==> src/rtl/serie_paralelo_align.sv <==
// rtl/serie_paralelo_align.sv - serial-to-parallel converter with comma-based word alignment.
// Hunts for COMMA at any bit offset, locks after LOCK_COMMAS aligned commas, emits non-comma words.
module serie_paralelo_align #(
   parameter int               WIDTH        = 8,
   parameter logic [WIDTH-1:0] COMMA        = WIDTH'(8'hBC),
   parameter int               LOCK_COMMAS  = 4,
   parameter int               MISALIGN_MAX = 3
) (
   input  logic             clk_8f,
   input  logic             reset,
   input  logic             data_in,
   output logic [WIDTH-1:0] data_out,
   output logic             valid_out,
   output logic             word_strobe,
   output logic             comma_det,
   output logic             locked
);

   localparam int BW = $clog2(WIDTH);
   localparam int CW = $clog2(LOCK_COMMAS + 1);
   localparam int MW = $clog2(MISALIGN_MAX + 1);
   localparam logic [BW-1:0] LAST_BIT = BW'(WIDTH - 1);
   localparam logic [CW-1:0] LOCK_C   = CW'(LOCK_COMMAS);
   localparam logic [MW-1:0] MIS_C    = MW'(MISALIGN_MAX);

   typedef enum logic [1:0] {
      SEARCH = 2'd0,
      ALIGN  = 2'd1,
      LOCKED = 2'd2
   } state_t;

   state_t           state_q;
   logic [WIDTH-1:0] sr_q;
   logic [WIDTH-1:0] sr_d;
   logic [BW-1:0]    bit_cnt_q;
   logic [BW-1:0]    bit_cnt_d;
   logic [CW-1:0]    comma_cnt_q;
   logic [CW-1:0]    comma_inc;
   logic [MW-1:0]    mis_cnt_q;
   logic [MW-1:0]    mis_inc;
   logic [WIDTH-1:0] data_q;
   logic             valid_q;
   logic             strobe_q;
   logic             comma_det_q;
   logic             hit;
   logic             boundary;

   assign sr_d      = {sr_q[WIDTH-2:0], data_in};
   assign hit       = (sr_q == COMMA);
   assign boundary  = (bit_cnt_q == LAST_BIT);
   assign bit_cnt_d = boundary ? '0 : bit_cnt_q + 1'b1;
   assign comma_inc = (comma_cnt_q == LOCK_C) ? comma_cnt_q : comma_cnt_q + 1'b1;
   assign mis_inc   = (mis_cnt_q == MIS_C) ? mis_cnt_q : mis_cnt_q + 1'b1;

   always_ff @(posedge clk_8f or posedge reset) begin
      if (reset) begin
         state_q     <= SEARCH;
         sr_q        <= '0;
         bit_cnt_q   <= '0;
         comma_cnt_q <= '0;
         mis_cnt_q   <= '0;
         data_q      <= '0;
         valid_q     <= 1'b0;
         strobe_q    <= 1'b0;
         comma_det_q <= 1'b0;
      end else begin
         sr_q        <= sr_d;
         bit_cnt_q   <= bit_cnt_d;
         valid_q     <= 1'b0;
         strobe_q    <= 1'b0;
         comma_det_q <= 1'b0;
         case (state_q)
            SEARCH: begin
               // Restart the word counter so the next boundary lands WIDTH cycles after this comma.
               if (hit) begin
                  bit_cnt_q   <= '0;
                  comma_cnt_q <= CW'(1);
                  mis_cnt_q   <= '0;
                  state_q     <= (LOCK_COMMAS == 1) ? LOCKED : ALIGN;
               end
            end
            ALIGN: begin
               if (boundary) begin
                  if (hit) begin
                     comma_cnt_q <= comma_inc;
                     if (comma_inc == LOCK_C) begin
                        state_q   <= LOCKED;
                        mis_cnt_q <= '0;
                     end
                  end else begin
                     state_q     <= SEARCH;
                     comma_cnt_q <= '0;
                  end
               end
            end
            LOCKED: begin
               if (boundary) begin
                  strobe_q <= 1'b1;
                  if (hit) begin
                     comma_det_q <= 1'b1;
                     mis_cnt_q   <= '0;
                  end else begin
                     data_q  <= sr_q;
                     valid_q <= 1'b1;
                  end
               end else if (hit) begin
                  // A comma off the word grid means the bit alignment has slipped.
                  if (mis_inc == MIS_C) begin
                     state_q     <= SEARCH;
                     comma_cnt_q <= '0;
                     mis_cnt_q   <= '0;
                  end else begin
                     mis_cnt_q <= mis_inc;
                  end
               end
            end
            default: state_q <= SEARCH;
         endcase
      end
   end

   assign data_out    = data_q;
   assign valid_out   = valid_q;
   assign word_strobe = strobe_q;
   assign comma_det   = comma_det_q;
   assign locked      = (state_q == LOCKED);

endmodule

==> config.mk <==
export PLATFORM = sky130hd
export DESIGN_NAME = serie_paralelo_align
export DESIGN_NICKNAME = d
export VERILOG_FILES = /design/src/rtl/serie_paralelo_align.sv
export SDC_FILE = /design/constraint.sdc
export NUM_CORES = 1
export LEC_CHECK = 0
export ABC_CLOCK_PERIOD_IN_PS = 2400
export CORE_MARGIN = 5
export CORE_UTILIZATION = 50
export DETAILED_ROUTE_END_ITERATION = 7
export GPL_TIMING_DRIVEN = 0
export PLACE_DENSITY = 0.73
export SETUP_SLACK_MARGIN = 0.5
export SLEW_MARGIN = 20
export SYNTH_ARGS = -nofsm -noshare
export SYNTH_HDL_FRONTEND = slang
export SYNTH_SLANG_ARGS = --single-unit
==> constraint.sdc <==
create_clock -name clk_8f -period 2.4 [get_ports clk_8f]
set_clock_uncertainty 0.05 [all_clocks]
set_input_delay 0.36 -clock clk_8f [delete_from_list [all_inputs] [get_ports clk_8f]]
set_output_delay 0.36 -clock clk_8f [all_outputs]
set_load 0.05 [all_outputs]
==> results.py, run 1 <==
metrics = {
    "route": {
        "routed_wirelength_mm": 2.37,
        "ant_nets": 0,
        "dr.pass1.iters": 4,
        "drt_iter0_markers": 31,
        "num_vias": 884,
        "wl_per_cell_um": 15.1,
        "drcViolationCount": 0,
        "drt-vias-per-instance": 5.63,
    },
    "setup_path": {
        "worst_setup_path_end_kind": "flop",
        "critical_path_arrival_ps": 2080,
        "startpoint_type": "flop",
        "crit_type": "flop to flop",
        "cp.required_ps": 2580,
        "crit_fanout": 8,
    },
    "logic_synthesis": {
        "ys.flop_type": "dfrtp_1",
        "yosys_register_bits": 29,
        "synth.most_common_cell": "dfrtp_1",
        "netlist_top_cells_count": "dfrtp_1, ha_1, inv_1, mux2_2, nand2_1",
        "netlist_instances": 102,
        "synth_area_mm2": 0.00131,
        "synth_edf_count": 0,
        "yosys_warnings": 0,
        "synth_fp_nets": 113,
        "synth_area_leaders": "dfrtp_1, ha_1, mux2_2, inv_1, a31oi_1",
        "netlist.area_leader.share_pct": 55.4,
        "synth_area_leader_cell": "dfrtp_1",
        "synth-async-reset-ratio_pct": 100,
        "synth_cell_types": 36,
        "postSynthAreaPerCell_um2": 12.8,
        "seq_area_frac_synth_pct": 55.4,
    },
    "flow_run": {
        "drv_cap": 0,
    },
    "global_routing": {
        "grt_start_max_net_pins": 30,
        "antenna_found_initial": 0,
        "grt_pass1_vias": 890,
        "overflow": 0,
        "grt_usage_pct": 14.8,
        "grt_pass1_wl_mm": 3.99,
    },
    "timing": {
        "rsz0062_at_grt": "yes",
        "fin_crit_sh_pct": 79.1,
        "slew_viol_final": 0,
        "setup_viol": 0,
        "setup_tns_ps": 0,
        "tightest_slew_ps": 583,
        "max_clock_freq_ghz": 0.527,
        "fin_crit_ps": 1900,
        "hold_violations": 0,
        "maxSlewHeadroom_pct": 61.1,
        "timing.hold.ws_ps": 357,
    },
    "final_layout": {
        "diodes": 0,
        "seq_area_um2": 726,
        "multi_input_area_um2": 614,
        "nNetsFinal": 137,
        "area_delta_synth_final_pct": 24.6,
        "layout-drive-gt1-share_pct": 30.7,
        "fillCellCount": 186,
    },
    "power_and_ir_drop": {
        "sw_frac_of_total_pct": 33.0,
        "cell_internal_pwr_uw": 879,
        "clockPowerShare_pct": 23.6,
        "seq_power_share_pct": 43.4,
        "leakagePower_uw": 0.000803,
        "combPwrFrac_pct": 33.0,
        "p_switching_uw": 433,
        "power_uw": 1310,
        "vdd_drop_max_mv": 0.602,
        "power_per_cell_area_mw_per_mm2": 803,
    },
    "die": {
        "start_util_pct": 52.4,
        "std_cell_rows": 18,
        "die_h_um": 61.2,
        "dieWidth_um": 61.2,
        "coreArea_mm2": 0.00250,
        "pin_count": 15,
        "die_area_mm2": 0.00374,
    },
    "clock_network": {
        "hold_buffers": 0,
        "cts_root_buffer": "clkbuf_4",
        "cts.sinks": 29,
        "h-tree-depth": 2,
        "cts_tree": "yes",
        "clkLatencyLatePin_ps": 320,
        "clk_path_buf_depth": 2,
        "cts_buffers": 5,
        "clk_pin_slew_ps": 90,
    },
    "place": {
        "hpwl_mm": 1.65,
        "gp_congestion": 0.750,
        "portBuffers": 14,
    },
    "hold_path": {
        "hp-class": "primary input to asynchronous set/reset pin",
    },
    "outcome": {
        "status": "finished, final reports clean",
    },
}
worst max-delay path, cell delays in order (launching register included):
cell and delay (ps):
dfrtp_1 410, inv_1 90, ha_1 170, buf_2 160, and2b_2 240, a211oi_4 310
a31oi_1 150, a31oi_1 220
path summary, 6_finish.rpt:
kind,start,end,slack (ps),cells past startpoint
min,reset,data_out[2]$_DFFE_PP0P_,360,2
max,state_q[1]$_DFFE_PP0P_,comma_cnt_q[2]$_DFFE_PP0P_,500,7
min reg2reg,sr_q[2]$_DFF_PP0_,sr_q[3]$_DFF_PP0_,370,0
max in group asynchronous,reset,comma_cnt_q[1]$_DFFE_PP0P_,1550,2
max reg2reg,state_q[1]$_DFFE_PP0P_,comma_cnt_q[2]$_DFFE_PP0P_,500,7
min in group clk_8f,sr_q[2]$_DFF_PP0_,sr_q[3]$_DFF_PP0_,370,0
state kept, by name, summed over array words and instances, names as in the netlist:
register and cells:
comma_det 1, sr_q 8, bit_cnt_q 3, comma_cnt_q 3
mis_cnt_q 2, data_out 8, word_strobe 1, state_q 2
valid_out 1
per-stage QoR:
stage                     utilization (%)  setup WS (ps)  area, um^2  instances
final                                65.3            502        1630        157
after global routing                 65.3            384        1630        157
after CTS                            62.9            426        1570        156
after detailed placement             59.6            342        1490        146
after global placement               59.6            352        1490        146
after floorplan                         -            529        1310        102
kinds of logic (layout without fill, tap and decap cells):
group	after synthesis	count (layout)	share of synthesized area (%)
flip-flops	29	29	55.4
AND/OR/NAND/NOR	25	25	12.4
AO/OA/AOI/OAI	22	22	14.1
multiplexers	9	9	7.74
buffers and inverters	9	34	2.67
adder cells (fa/ha/maj)	8	8	7.64
per-layer routing:
layer  vias up  routed length, um  GRT usage [%]
met5         -                  0              0
met3         4                130           6.50
met2        25               1090           22.4
met1       428               1110           18.4
met4         0                 42           6.81
li1        427                  -              -
final cells by class:
cell class | count | area share (%)
multi-input cells | 64 | 37.6
repair buffers | 17 | 9.50
well taps | 30 | 2.30
clock buffers | 6 | 3.14
clock inverters | 2 | 0.843
plain buffers | 1 | 0.307
flip-flops and latches | 29 | 44.4
inverters | 8 | 1.84
cells in the final DEF (no fill, tap or decap), types with 2 or more instances in the layout:
cell type	netlist	routed
nand2_1	6	5
ha_4	0	3
clkdlybuf4s50_1	0	3
clkbuf_4	0	6
nor2_1	3	2
ha_1	8	3
inv_1	8	6
a31oi_1	4	4
a21boi_0	2	2
nand4_1	2	2
inv_2	0	2
nor3_1	2	2
dlygate4sd2_1	0	8
dlymetal6s2s_1	0	2
buf_4	0	3
mux2_2	8	8
ha_2	0	2
dfrtp_1	29	29
a22o_1	2	2
nand3_1	2	2
power groups by stage:
stage | logic [uW] | registers, uW | clock network, uW
after global placement | 326 | 572 | 0
final | 433 | 569 | 310
after global routing | 485 | 573 | 349
after CTS | 380 | 562 | 325
after detailed placement | 339 | 576 | 0
after floorplan | 275 | 567 | 0
what timing repair did:
item	CTS	global route
pin swaps	1	6
setup endpoints to repair	15	17
gates cloned	0	0
resized for setup	16	16
setup buffers	2	1
(Power assumes the default switching activity.)
==> run 2: changes to the inputs <==
--- a/config.mk
+++ b/config.mk
@@ -5,7 +5,7 @@
 export SDC_FILE = /design/constraint.sdc
 export NUM_CORES = 1
 export LEC_CHECK = 0
-export ABC_CLOCK_PERIOD_IN_PS = 2400
+export ABC_CLOCK_PERIOD_IN_PS = 1800
 export CORE_MARGIN = 5
 export CORE_UTILIZATION = 50
 export DETAILED_ROUTE_END_ITERATION = 7
==> constraint.sdc (replaced) <==
create_clock -name clk_8f -period 1.8 [get_ports clk_8f]
set_clock_uncertainty 0.05 [all_clocks]
set_input_delay 0.27 -clock clk_8f [delete_from_list [all_inputs] [get_ports clk_8f]]
set_output_delay 0.27 -clock clk_8f [all_outputs]
set_load 0.05 [all_outputs]
==> run 2 against run 1 <==
The flow now finishes with violations (setup timing); non-clock buffer count grew 12; setup slack lost 540 ps; utilization grew 8.4 points; design area grew 13%; register-to-register slack lost 540 ps; wire length grew 16%.
==> results.py, run 2 (synthesized netlist as in run 1, its figures left out) <==
metrics = {
    "outcome": {
        "status": "finished with violations",
        "violations": "setup timing",
    },
    "timing": {
        "tightest_slew_ps": 599,
        "timing.hold.ws_ps": 305,
        "setup_viol": 3,
        "setup_slack_ps": -34.7,
        "hold_violations": 0,
        "fin_crit_ps": 1830,
        "rsz0062_at_grt": "yes",
        "fin_crit_sh_pct": 102,
        "max_clock_freq_ghz": 0.545,
        "slew_viol_final": 0,
        "maxSlewHeadroom_pct": 60.0,
    },
    "clock_network": {
        "cts_tree": "yes",
        "cts_root_buffer": "clkbuf_4",
        "clk_path_buf_depth": 2,
        "cts.sinks": 29,
        "hold_buffers": 0,
        "clkLatencyLatePin_ps": 330,
        "clk_pin_slew_ps": 90,
        "cts_buffers": 5,
        "h-tree-depth": 2,
    },
    "die": {
        "coreArea_mm2": 0.00250,
        "die_area_mm2": 0.00374,
        "start_util_pct": 52.4,
        "die_h_um": 61.2,
        "pin_count": 15,
        "std_cell_rows": 18,
        "dieWidth_um": 61.2,
    },
    "global_routing": {
        "grt_pass1_vias": 985,
        "antenna_found_initial": 0,
        "grt_usage_pct": 17.9,
        "grt_pass1_wl_mm": 4.77,
        "overflow": 0,
        "grt_start_max_net_pins": 30,
    },
    "route": {
        "num_vias": 956,
        "dr_wl_met2_mm": 1.34,
        "ant_nets": 0,
        "wl_met3_um": 155,
        "drt-vias-per-instance": 5.62,
        "drcViolationCount": 0,
        "highest_layer": "met4",
        "drt_iter0_markers": 33,
        "met1Wirelength_mm": 1.23,
        "routed_wirelength_mm": 2.76,
        "dr.pass1.iters": 4,
        "wl_per_cell_um": 16.2,
    },
    "setup_path": {
        "reg2reg_depth": 5,
        "crit_chain": "ha_2 -> and4bb_2 -> o31a_1 -> o211ai_2 -> mux2_4",
        "worst-r2r-setup-slack_ps": -30,
        "critical_path_arrival_ps": 1990,
        "crit_fanout": 3,
        "cp.required_ps": 1960,
        "reg2reg_from": "comma_cnt_q[0]$_DFFE_PP0P_",
        "r2r_end": "state_q[0]$_DFFE_PP0P_",
        "crit_slowest_cell": "dfrtp_1",
        "crit_type": "flop to flop",
        "slowest_delay_ps": 420,
        "startpoint_type": "flop",
        "cp_top_family": "compound AO/OA/AOI/OAI gates",
        "crit_buf_inv": 0,
        "worst_setup_path_end_kind": "flop",
    },
    "place": {
        "gp_congestion": 0.808,
        "hpwl_mm": 1.69,
        "portBuffers": 14,
    },
    "hold_path": {
        "hp-class": "primary input to asynchronous set/reset pin",
    },
    "final_layout": {
        "area_delta_synth_final_pct": 40.7,
        "layout-drive-gt1-share_pct": 52.9,
        "final_common_cell": "dfrtp_1",
        "fillCellCount": 157,
        "mostFrequentLayoutCells": "dfrtp_1, buf_4, mux2_4, clkbuf_4",
        "nNetsFinal": 150,
        "seq_area_um2": 728,
        "diodes": 0,
        "multi_input_area_um2": 713,
    },
    "power_and_ir_drop": {
        "power_uw": 2120,
        "power_per_cell_area_mw_per_mm2": 1150,
        "leakagePower_uw": 0.000878,
        "vdd_drop_max_mv": 0.967,
    },
    "flow_run": {
        "drv_cap": 0,
    },
}
-- run 2: cell count changes in the layout (fill, tap and decap cells not counted), sizes merged --
cell / change
buf: +20
bufinv: +1
clkbuf: +4
clkdlybuf4s50: -1
clkinv: -2
clkinvlp: +1
dlygate4sd2: -8
dlymetal6s2s: -2
inv: -1
nand2: +1
-- run 2: where the power goes --
| part | total (uW) | switching, uW | internal (uW) |
|---|---|---|---|
| Sequential | 769 | 57.6 | 712 |
| Combinational | 800 | 371 | 429 |
| Clock | 555 | 224 | 331 |
-- run 2: worst max-delay path by stage --
stage          depth (start not counted)                  startpoint                      to
2_1_floorplan                          6  comma_cnt_q[0]$_DFFE_PP0P_  state_q[0]$_DFFE_PP0P_
3_3_place_gp                           3      state_q[0]$_DFFE_PP0P_                  locked
3_5_place_dp                           6  comma_cnt_q[0]$_DFFE_PP0P_  state_q[0]$_DFFE_PP0P_
4_1_cts                                6  comma_cnt_q[0]$_DFFE_PP0P_  state_q[0]$_DFFE_PP0P_
5_1_grt                                6      bit_cnt_q[0]$_DFF_PP0_  state_q[0]$_DFFE_PP0P_
6_report                               5  comma_cnt_q[0]$_DFFE_PP0P_  state_q[0]$_DFFE_PP0P_
-- run 2: repair_timing --
action,in CTS,in global routing
cloned,1,0
pin swaps,8,7
resized for setup,78,19
hold endpoints to repair,0,0
buffers inserted,12,3
setup endpoints to repair,31,27
-- run 2: through the flow --
stage | TNS [ps] | setup WS [ps] | util, % | instances | instance area, um^2
2_1_floorplan | 0 | 79.4 | - | 102 | 1410
3_3_place_gp | -34.3 | -25.0 | 63.5 | 146 | 1590
3_5_place_dp | -190 | -77.0 | 63.5 | 146 | 1590
4_1_cts | -15.2 | -15.2 | 70.6 | 167 | 1770
5_1_grt | -472 | -91.7 | 73.7 | 170 | 1840
6_report | -60.1 | -34.7 | 73.7 | 170 | 1840
-- run 2: cell type report --
cell class | instances | area share, %
plain buffers | 1 | 0.747
clock buffers | 7 | 2.99
clock inverters | 1 | 1.63
inverters | 8 | 1.83
multi-input cells | 65 | 38.7
flip-flops and latches | 29 | 39.5
well taps | 30 | 2.04
repair buffers | 29 | 12.6
-- run 2: routing by layer --
metal	up-vias	GRT usage [%]
met3	5	6.71
met2	25	28.4
met4	0	6.81
met1	471	22.3
met5	-	0
li1	455	-
